### config.mk
export PLATFORM = sky130hd
export DESIGN_NAME = apb_bridge_multi
export DESIGN_NICKNAME = d
export VERILOG_FILES = /design/src/rtl/apb_bridge_multi.sv
export SDC_FILE = /design/constraint.sdc
export NUM_CORES = 1
export LEC_CHECK = 0
export CAP_MARGIN = 25
export CORE_ASPECT_RATIO = 1.75
export CORE_MARGIN = 4
export CORE_UTILIZATION = 38
export DETAILED_ROUTE_END_ITERATION = 8
export PLACE_DENSITY = 0.79
export SLEW_MARGIN = 20
export SYNTH_ARGS = -nofsm -noshare
export SYNTH_HDL_FRONTEND = slang
export SYNTH_SLANG_ARGS = --single-unit
### constraint.sdc
create_clock -name pclk -period 1.65 [get_ports pclk]
set_input_delay 0.165 -clock pclk [delete_from_list [all_inputs] [get_ports pclk]]
set_output_delay 0.165 -clock pclk [all_outputs]
set_load 0.005 [all_outputs]
### src/rtl/apb_bridge_multi.sv
// APB master bridge: one CPU valid/ready request becomes an IDLE/SETUP/ACCESS transfer to a decoded slave.
// Defining APB_TIMEOUT_EN adds a wait-state timeout of TIMEOUT_CYCLES in ACCESS.
module apb_bridge_multi #(
  parameter int ADDR_W         = 5,
  parameter int DATA_W         = 32,
  parameter int NUM_SLAVES     = 2,
  parameter int TIMEOUT_CYCLES = 16
) (
  input  logic                         pclk,
  input  logic                         Reset_n,
  input  logic                         req_valid,
  output logic                         req_ready,
  input  logic                         req_write,
  input  logic [ADDR_W-1:0]            req_addr,
  input  logic [DATA_W-1:0]            req_wdata,
  output logic                         rsp_valid,
  output logic [DATA_W-1:0]            rsp_rdata,
  output logic                         rsp_err,
  output logic [NUM_SLAVES-1:0]        psel,
  output logic                         penable,
  output logic                         pwrite,
  output logic [ADDR_W-1:0]            paddr,
  output logic [DATA_W-1:0]            pwdata,
  input  logic [NUM_SLAVES-1:0]        pready,
  input  logic [NUM_SLAVES*DATA_W-1:0] prdata,
  input  logic [NUM_SLAVES-1:0]        pslverr
);

  localparam int SEL_W = (NUM_SLAVES > 1) ? $clog2(NUM_SLAVES) : 1;

  typedef enum logic [1:0] {ST_IDLE, ST_SETUP, ST_ACCESS} state_t;

  state_t                state, state_n;
  logic [SEL_W-1:0]      sel_idx, sel_idx_n, req_idx;
  logic [NUM_SLAVES-1:0] psel_n;
  logic                  penable_n, pwrite_n, rsp_valid_n, rsp_err_n;
  logic [ADDR_W-1:0]     paddr_n;
  logic [DATA_W-1:0]     pwdata_n, rsp_rdata_n, sel_rdata;
  logic                  dec_err, sel_ready, sel_err, timeout_hit;

  assign req_ready = (state == ST_IDLE);

  if (NUM_SLAVES > 1) begin : g_decode
    assign req_idx = req_addr[ADDR_W-1 -: SEL_W];
  end else begin : g_single
    assign req_idx = '0;
  end

  // Index field can encode more slaves than exist when NUM_SLAVES is not a power of two.
  assign dec_err = ({1'b0, req_idx} >= (SEL_W+1)'(NUM_SLAVES));

  // Only the selected slave's response lanes are looked at.
  always_comb begin
    sel_ready = 1'b0;
    sel_err   = 1'b0;
    sel_rdata = '0;
    for (int k = 0; k < NUM_SLAVES; k++) begin
      if (sel_idx == SEL_W'(k)) begin
        sel_ready = pready[k];
        sel_err   = pslverr[k];
        sel_rdata = prdata[k*DATA_W +: DATA_W];
      end
    end
  end

`ifdef APB_TIMEOUT_EN
  localparam int TMO_W = $clog2(TIMEOUT_CYCLES + 1);
  logic [TMO_W-1:0] tmo_cnt;

  // Fires on the ACCESS cycle that would make the low-pready count reach TIMEOUT_CYCLES.
  assign timeout_hit = (state == ST_ACCESS) && !sel_ready &&
                       (tmo_cnt == TMO_W'(TIMEOUT_CYCLES - 1));

  always_ff @(posedge pclk or negedge Reset_n) begin
    if (!Reset_n)                             tmo_cnt <= '0;
    else if (state == ST_SETUP)               tmo_cnt <= '0;
    else if (state == ST_ACCESS && !sel_ready) tmo_cnt <= tmo_cnt + TMO_W'(1);
  end
`else
  assign timeout_hit = 1'b0;
`endif

  // NOTE: every signal gets a default at the top of always_comb so no path leaves it unassigned (no latches).
  always_comb begin
    state_n     = state;
    sel_idx_n   = sel_idx;
    psel_n      = psel;
    penable_n   = penable;
    pwrite_n    = pwrite;
    paddr_n     = paddr;
    pwdata_n    = pwdata;
    rsp_valid_n = 1'b0;
    rsp_err_n   = rsp_err;
    rsp_rdata_n = rsp_rdata;
    case (state)
      ST_IDLE: begin
        if (req_valid) begin
          pwrite_n  = req_write;
          paddr_n   = req_addr;
          pwdata_n  = req_wdata;
          sel_idx_n = req_idx;
          if (dec_err) begin
            rsp_valid_n = 1'b1;
            rsp_err_n   = 1'b1;
            rsp_rdata_n = '0;
          end else begin
            state_n = ST_SETUP;
            psel_n  = NUM_SLAVES'(1) << req_idx;
          end
        end
      end
      ST_SETUP: begin
        state_n   = ST_ACCESS;
        penable_n = 1'b1;
      end
      ST_ACCESS: begin
        if (sel_ready || timeout_hit) begin
          state_n     = ST_IDLE;
          psel_n      = '0;
          penable_n   = 1'b0;
          rsp_valid_n = 1'b1;
          rsp_err_n   = sel_ready ? sel_err : 1'b1;
          rsp_rdata_n = (!pwrite && !rsp_err_n) ? sel_rdata : '0;
        end
      end
      default: state_n = ST_IDLE;
    endcase
  end

  // NOTE: sequential state uses non-blocking assignments so all registers update together at the edge.
  always_ff @(posedge pclk or negedge Reset_n) begin
    if (!Reset_n) begin
      state     <= ST_IDLE;
      sel_idx   <= '0;
      psel      <= '0;
      penable   <= 1'b0;
      pwrite    <= 1'b0;
      paddr     <= '0;
      pwdata    <= '0;
      rsp_valid <= 1'b0;
      rsp_err   <= 1'b0;
      rsp_rdata <= '0;
    end else begin
      state     <= state_n;
      sel_idx   <= sel_idx_n;
      psel      <= psel_n;
      penable   <= penable_n;
      pwrite    <= pwrite_n;
      paddr     <= paddr_n;
      pwdata    <= pwdata_n;
      rsp_valid <= rsp_valid_n;
      rsp_err   <= rsp_err_n;
      rsp_rdata <= rsp_rdata_n;
    end
  end

endmodule
==> After elaboration in Yosys (flattened, before gate mapping) <==
Index checks and enable logic that the tools add are counted.
{ "classes": {"eq_ne": 4, "n_mux": 14, "reduce_logical": 11, "shift": 1} }
{ "op_table": {"columns": ["cell", "n"], "rows": [
  ["2-to-1 mux 32 bit", 2],
  ["AND reduction 2 bit", 4],
  ["2-to-1 mux 1 bit", 6],
  ["2-to-1 mux 2 bit", 3],
  ["one-hot mux 2 bit (3 select lines)", 1],
  ["!= test 2 bit (second input constant)", 2],
  ["one-hot mux 2 bit (2 select lines)", 1],
  ["nonzero test 2 bit", 2],
  ["AND reduction 3 bit", 1],
  ["== test 2 x 1 -> 1 bit (second input constant)", 1],
  ["== test 2 bit (second input constant)", 1],
  ["zero test 1 bit", 2],
  ["zero test 2 bit", 1],
  ["one-hot mux 1 bit (2 select lines)", 1],
  ["<< shifter 1 x 1 -> 2 bit (first input constant)", 1],
  ["logical AND 1 bit", 1]
]} }
{ "word_totals": {"wordCells": 40, "reg_bits": 78, "input_bits": 109} }

==> Longest topological paths before layout <==
Gate-level depths: netlist (run 1).
{ "depth": {"ltp_word": 5, "mapped_depth": 7, "depth_no_buf": 4} }

==> Least setup slack after synthesis (run 1) <==
No wires, ideal clock.
{ "synth_path": {"path_kind": "reg-to-reg", "startpoint": "reg, netlist name paddr[4]", "endpoint": "reg rsp_rdata[22]", "n_path_buf": 2, "setup_ns": 0.121, "stages_incl_launch_ff": 6, "synth_period_minus_slack_ns": 1.337, "slack_ns": 0.313, "required_ns": 1.529, "arrival_time_ns": 1.216, "path_cell_list": "dfrtp_1 -> buf_6 -> and4bb_2 -> o211ai_4 -> buf_6 -> o2bb2ai_1"} }
{ "synth_lines": {"columns": ["element", "line", "source"], "rows": [
  ["end signal: assignment", "153", "rsp_rdata <= rsp_rdata_n;"],
  ["end: declaration", "17", "output logic [DATA_W-1:0] rsp_rdata,"]
]} }

==> Worst setup path in the final report (run 1) <==
{ "layout_path": {"startpoint": "reg state[1]", "endpoint": "out req_ready"} }
{ "layout_via": {"elab_chain_len": 1} }
{ "layout_lines": {"columns": ["element", "line", "source"], "rows": [
  ["start: declaration", "33", "state_t state, state_n;"],
  ["start signal: assignment", "144", "state <= state_n;"],
  ["zero test 2 bit", "41", "assign req_ready = (state == ST_IDLE);"],
  ["end: declaration", "12", "output logic req_ready,"]
]} }
No other way between the ends.

==> results of run 1 <==
layer usage:
layer	share of wire	wire length, um
met1	0.38	3542
met2	0.53	4929
met3	0.073	683
met4	0.018	165
met5	0	0
sequential cells by signal, summed over array words and instances (netlist names):
register,count
rsp_err,1
penable,1
pwrite,1
paddr,5
state,2
pwdata,32
rsp_rdata,32
rsp_valid,1
psel,2
per-stage QoR:
step           hold WS (ns)  cells
6_report             0.3393    603
3_5_place_dp         0.1440    586
2_1_floorplan       -0.1306    297
3_3_place_gp         0.1396    586
4_1_cts              0.3400    603
5_1_grt              0.3479    603
logic make-up (layout without fill, tap and decap cells):
family | after synthesis | in the layout | synth area share
AOI/OAI and AO/OA | 39 | 39 | 0.1012
and+or+nand+nor | 124 | 124 | 0.1548
buffers and inverters | 23 | 214 | 0.05325
muxes | 34 | 34 | 0.1050
DFF | 77 | 77 | 0.5858
worst reg2reg max path, stage by stage (launching register included):
cell and delay, ns:
dfrtp_2 0.47, mux2_4 0.37, nand2_2 0.17, buf_12 0.20, o2bb2ai_1 0.16
cell type report:
class / count / area (um2)
clock buffer: 13 / 270.3
tap: 115 / 143.9
clock inverter: 3 / 42.54
fill: 707 / 2818
multi-input combinational: 197 / 1187
timing repair buffer: 195 / 1962
inverter: 3 / 16.27
sequential: 77 / 1928
repair_timing:
| action | CTS | global route |
|---|---|---|
| setup endpoints to repair | 0 | 0 |
| hold buffers | 1 | 0 |
| hold endpoints to repair | 31 | 0 |
layout by cell type, fill, tap and decap left out:
cell	n
dlygate4sd3_1	1
clkinvlp_4	1
clkdlybuf4s50_1	183
mux2i_1	33
o22ai_1	1
clkbuf_8	3
nor2_1	1
o21ai_0	2
clkbuf_1	1
o211ai_4	1
bufinv_16	1
nand2b_1	2
buf_12	3
mux2_4	1
dfrtp_1	76
dfrtp_2	1
nor4b_4	1
a21oi_1	2
nand2_1	116
buf_4	8
clkbuf_16	9
o2bb2ai_1	32
clkinv_2	1
clkinv_4	1
or3b_1	1
inv_1	2
and4bb_2	1
nor2b_1	1
nand2_2	1
o21ai_1	1
report_power, final:
group / switching [mW] / internal [mW] / leakage (nW)
combinational: 1.55 / 2.51 / 1.37
clock: 0.703 / 1.29 / 0.152
sequential: 0.523 / 2.78 / 0.991
total: 2.77 / 6.58 / 2.52
worst min path at each step:
stage | cells after the start | to | start
global route | 3 | paddr[0] | req_addr[0]
CTS | 2 | pwdata[27] | Reset_n
floorplan | 0 | paddr[0] | Reset_n
global placement | 1 | pwdata[27] | Reset_n
detailed placement | 1 | pwdata[27] | Reset_n
finish | 2 | pwdata[29] | Reset_n
==> out/qor.txt, run 1 <==
run status: complete, no violations
reg2reg end: rsp_rdata[24]
Syn Area/Cell: 11.08 um2
Yosys top cell area share: 0.5858
Avg WL per Cell: 15.46 um
syn_nets: 406
post-CTS resize count: 0
top post-synthesis cells by count: nand2_1 (116), dfrtp_1 (77), mux2i_1 (33)
clock slew at reported path FFs: 0.06 ns
static leakage: 2.518 nW
Slew headroom: 0.7048
PnR worst setup slack: 0.1076 ns
cells after synthesis: 297
gr usage total: 0.1842
pwr dens: 1685 mW/mm2
hpwl dp: 7342 um
Post-CTS Setup Bufs: 0
initial core utilization: 0.3931
HP Class: input pin to async pin
Synth area leaders: dfrtp_1 (59%), nand2_1 (13%), mux2i_1 (10%)
Synth area leader: dfrtp_1
gp weighted congestion: 0.7835
Main synth FF type: dfrtp_1
via count: 2815
cell family with most CP delay: buffers and inverters
worst setup path end: req_ready
origin of the worst setup path: state[1]
endpoint class of the critical path: output pin
vias in the first global route: 3025
nets: 592
# IOs: 185
post-synthesis register bit count: 77
die area: 0.01027 mm2
die height: 131.1 um
YS warnings: 0
busiest grt layer: met2
Crit Path Max Fanout: 5
Reg2Reg Launch Point: paddr[4]
chip width: 78.33 um
TritonCTS buffer count: 9
setup TNS: 0 ns
# H-tree levels: 3
clk_lat worst skew: 0.32 ns
first-pass GRT wire length: 14720 um
global route overflow: 0
synth unique cells: 23
Stages on worst setup path: 2
crit share post-route: 0.9348
IO Port Bufs: 184
final core occ: 0.6633
Synth async-reset ratio: 1.000
largest net degree at the start of global routing: 40
placed cell areas: 0.005228 mm2
crit path launch type: register
Final ANT Viol Nets: 0
Setup-failing EPs final: 0
P&R area growth vs syn: 68.73%
Clock Root Buffer: clkbuf_16
RSZ-0062 raised after global routing: no
WP buf/inv: 1
Required @ worst endpoint: 1.48 ns
layout cells sized above 1: 0.06762
minimum clock period after layout: 1.542 ns
CORE AREA: 0.008368 mm2
fin. max-slew vios: 0
Core Rows: 44
fmax: 648.3 MHz
Hold Fails Final Rpt: 0
slowest CP cell: clkdlybuf4s50_1
worst setup path class: register to output pin
Final Skew: 0.006985 ns
Max Root-Sink Buffers: 2
VDD IR-drop max: 1.251 mV
Max Cap Viol: 0
worst r2r path cells: 4
Worst-Margin Slew: 0.4429 ns
met1 Usage GRT: 0.2056
Worst Path Arrival: 1.38 ns
mapped cell area: 0.003289 mm2
DR DRC count: 0
Final Cell Area: 0.005550 mm2
Vias per Instance: 4.668
most frequent cell after synthesis: nand2_1
initial antenna violation count: 0
r2r setup slk: 0.20 ns
Routed WL: 9320 um
CTS Sinks: 77
register area share after synthesis: 0.5858
drt pass-1 iters: 4
Slowest Stage Delay on Critical Path: 0.52 ns
ordered cell list for the critical path: nor2_1 > clkdlybuf4s50_1
Antenna Diode Count: 0
EDFF count, synth: 0
CTS tree: done
Placement Setup Slack: 0.08121 ns
met3 usage: 0.06908
met2 Use GR: 0.3253
initial DRC count: 52
Tot Pwr: 9.354 mW
No activity file was read; power rests on OpenSTA's default activity.
==> run 2, diff against run 1 <==
CORE_ASPECT_RATIO = unset   (was 1.75)
==> out/qor.txt, run 2 (synthesis results as in run 1) <==
CTS tree: done (unchanged)
Routed WL: 9452 um (was 9320 um)
# IOs: 185 (unchanged)
clock slew at reported path FFs: 0.08 ns (was 0.06 ns)
ordered cell list for the critical path: nor2_1 > clkdlybuf4s50_1 (unchanged)
reg2reg end: psel[1] (was rsp_rdata[24])
DR DRC count: 0 (unchanged)
Setup-failing EPs final: 0 (unchanged)
largest net degree at the start of global routing: 40 (unchanged)
fmax: 646.8 MHz (was 648.3 MHz)
minimum clock period after layout: 1.546 ns (was 1.542 ns)
nets: 593 (was 592)
CORE AREA: 0.008299 mm2 (was 0.008368 mm2)
IO Port Bufs: 184 (unchanged)
Reg2Reg Launch Point: state[1] (was paddr[4])
initial DRC count: 62 (was 52)
hpwl dp: 7478 um (was 7342 um)
WP buf/inv: 1 (unchanged)
static leakage: 2.462 nW (was 2.518 nW)
Slew headroom: 0.7451 (was 0.7048)
cell family with most CP delay: buffers and inverters (unchanged)
most frequent cells in the layout: clkdlybuf4s50_1 (183), nand2_1 (116), dfrtp_1 (76), mux2i_1 (33), o2bb2ai_1 (32) (unchanged)
clk_lat worst skew: 0.33 ns (was 0.32 ns)
die area: 0.01021 mm2 (was 0.01027 mm2)
Core Rows: 33 (was 44)
TritonCTS buffer count: 9 (unchanged)
setup TNS: 0 ns (unchanged)
fin. max-slew vios: 0 (unchanged)
worst setup path class: register to output pin (unchanged)
layout cells sized above 1: 0.06953 (was 0.06762)
crit path launch type: register (unchanged)
Worst-Margin Slew: 0.3823 ns (was 0.4429 ns)
origin of the worst setup path: state[1] (unchanged)
die height: 101.0 um (was 131.1 um)
first-pass GRT wire length: 14660 um (was 14720 um)
HP Class: input pin to async pin (unchanged)
Filler Cell Count: 689 (was 707)
Post-CTS Setup Bufs: 0 (unchanged)
gp weighted congestion: 0.7309 (was 0.7835)
Vias per Instance: 4.727 (was 4.668)
# H-tree levels: 3 (unchanged)
global route overflow: 0 (unchanged)
drt pass-1 iters: 4 (unchanged)
r2r setup slk: 0.23 ns (was 0.20 ns)
Required @ worst endpoint: 1.48 ns (about the same)
initial core utilization: 0.3964 (was 0.3931)
Final Cell Area: 0.005413 mm2 (was 0.005550 mm2)
slowest CP cell: clkdlybuf4s50_1 (unchanged)
RSZ-0062 raised after global routing: no (unchanged)
initial antenna violation count: 0 (unchanged)
pwr dens: 1587 mW/mm2 (was 1685 mW/mm2)
Max Cap Viol: 0 (unchanged)
Antenna Diode Count: 0 (unchanged)
chip width: 101.0 um (was 78.33 um)
worst setup path end: req_ready (unchanged)
Max Root-Sink Buffers: 2 (unchanged)
VDD IR-drop max: 0.7823 mV (was 1.251 mV)
Clock Root Buffer: clkbuf_8 (was clkbuf_16)
Crit Path Max Fanout: 5 (unchanged)
Final ANT Viol Nets: 0 (unchanged)
commonest non-fill, non-tap cell in the layout: clkdlybuf4s50_1 (unchanged)
Hold Fails Final Rpt: 0 (unchanged)
via count: 2808 (was 2815)
worst r2r path cells: 4 (unchanged)
run status: complete, no violations (unchanged)
Avg WL per Cell: 15.91 um (was 15.46 um)
Largest regs: pwdata (32), rsp_rdata (32), paddr (5) (unchanged)
gr usage total: 0.1823 (was 0.1842)
vias in the first global route: 2947 (was 3025)
Worst Path Arrival: 1.38 ns (about the same)
crit share post-route: 0.9370 (was 0.9348)
Slowest Stage Delay on Critical Path: 0.52 ns (about the same)
P&R area growth vs syn: 64.55% (was 68.73%)
endpoint class of the critical path: output pin (unchanged)
Stages on worst setup path: 2 (unchanged)
placed cell areas: 0.005235 mm2 (was 0.005228 mm2)
Final Skew: 0.009456 ns (was 0.006985 ns)
CTS Sinks: 77 (unchanged)
run 2: cell types whose count changed in the layout (fill, tap and decap cells not counted):
cell and delta:
clkbuf_16 -9, bufinv_16 -1, clkinv_4 +2, clkinv_2 +2, clkbuf_8 +6, buf_12 +1
run 2: worst min path at each step:
stage | startpoint | to | slack [ns]
after floorplan | Reset_n | paddr[0] | -0.13
after global placement | Reset_n | rsp_rdata[11] | 0.11
after detailed placement | Reset_n | rsp_rdata[11] | 0.11
after CTS | Reset_n | pwdata[27] | 0.30
after global routing | req_wdata[16] | pwdata[16] | 0.34
final | Reset_n | rsp_rdata[11] | 0.30
run 2: cell type report:
type	count	area [um2]	area share
clock inverters	6	40.04	0.007397
well taps	105	131.4	0.02427
repair buffers	196	1982	0.3662
multi-input cells	197	1187	0.2194
flip-flops and latches	77	1928	0.3562
clock buffers	10	127.6	0.02358
inverters	3	16.27	0.003005
run 2: layer usage:
layer | vias to the layer above | global-route usage | share of wire
li1 | 1370 | - | -
met1 | 1321 | 0.2165 | 0.40
met2 | 109 | 0.3209 | 0.50
met3 | 8 | 0.06090 | 0.088
met4 | 0 | 0.03783 | 0.0080
met5 | - | 0 | 0
run 2: power breakdown:
group	internal, mW	switching (mW)	leakage, nW
Sequential	2.78	0.532	0.991
Clock	0.544	0.671	0.0860
Combinational	2.52	1.55	1.38
run 2: metrics by stage:
step | utilization | cells | hold WS [ns] | total power [mW] | setup WS (ns)
floorplan | - | 297 | -0.1306 | 4.973 | 0.3128
global placement | 0.6308 | 577 | 0.1083 | 7.349 | 0.07992
detailed placement | 0.6308 | 577 | 0.1141 | 7.474 | 0.04773
CTS | 0.6522 | 594 | 0.3033 | 8.737 | 0.07809
global route | 0.6522 | 594 | 0.3418 | 9.175 | 0.05167
finish | 0.6522 | 594 | 0.3046 | 8.592 | 0.1040
run 2: timing repair:
| item | in CTS | in global routing |
|---|---|---|
| hold buffers | 1 | 0 |
| resized for setup | 0 | 0 |
| endpoints found under the hold margin | 27 | 0 |
run 2: worst reg2reg max path, delay by kind of cell, from the launching register on:
family / cells / cell delay, ns
DFF: 1 / 0.42
AOI/OAI and AO/OA: 1 / 0.08
and+or+nand+nor: 2 / 0.60
buffers and inverters: 1 / 0.26
==> run 3, diff against run 2 <==
GPL_ROUTABILITY_DRIVEN = 0   (was unset)
==> results of run 3 <==
Final layout, timing and power as in run 2 (identical DEF).
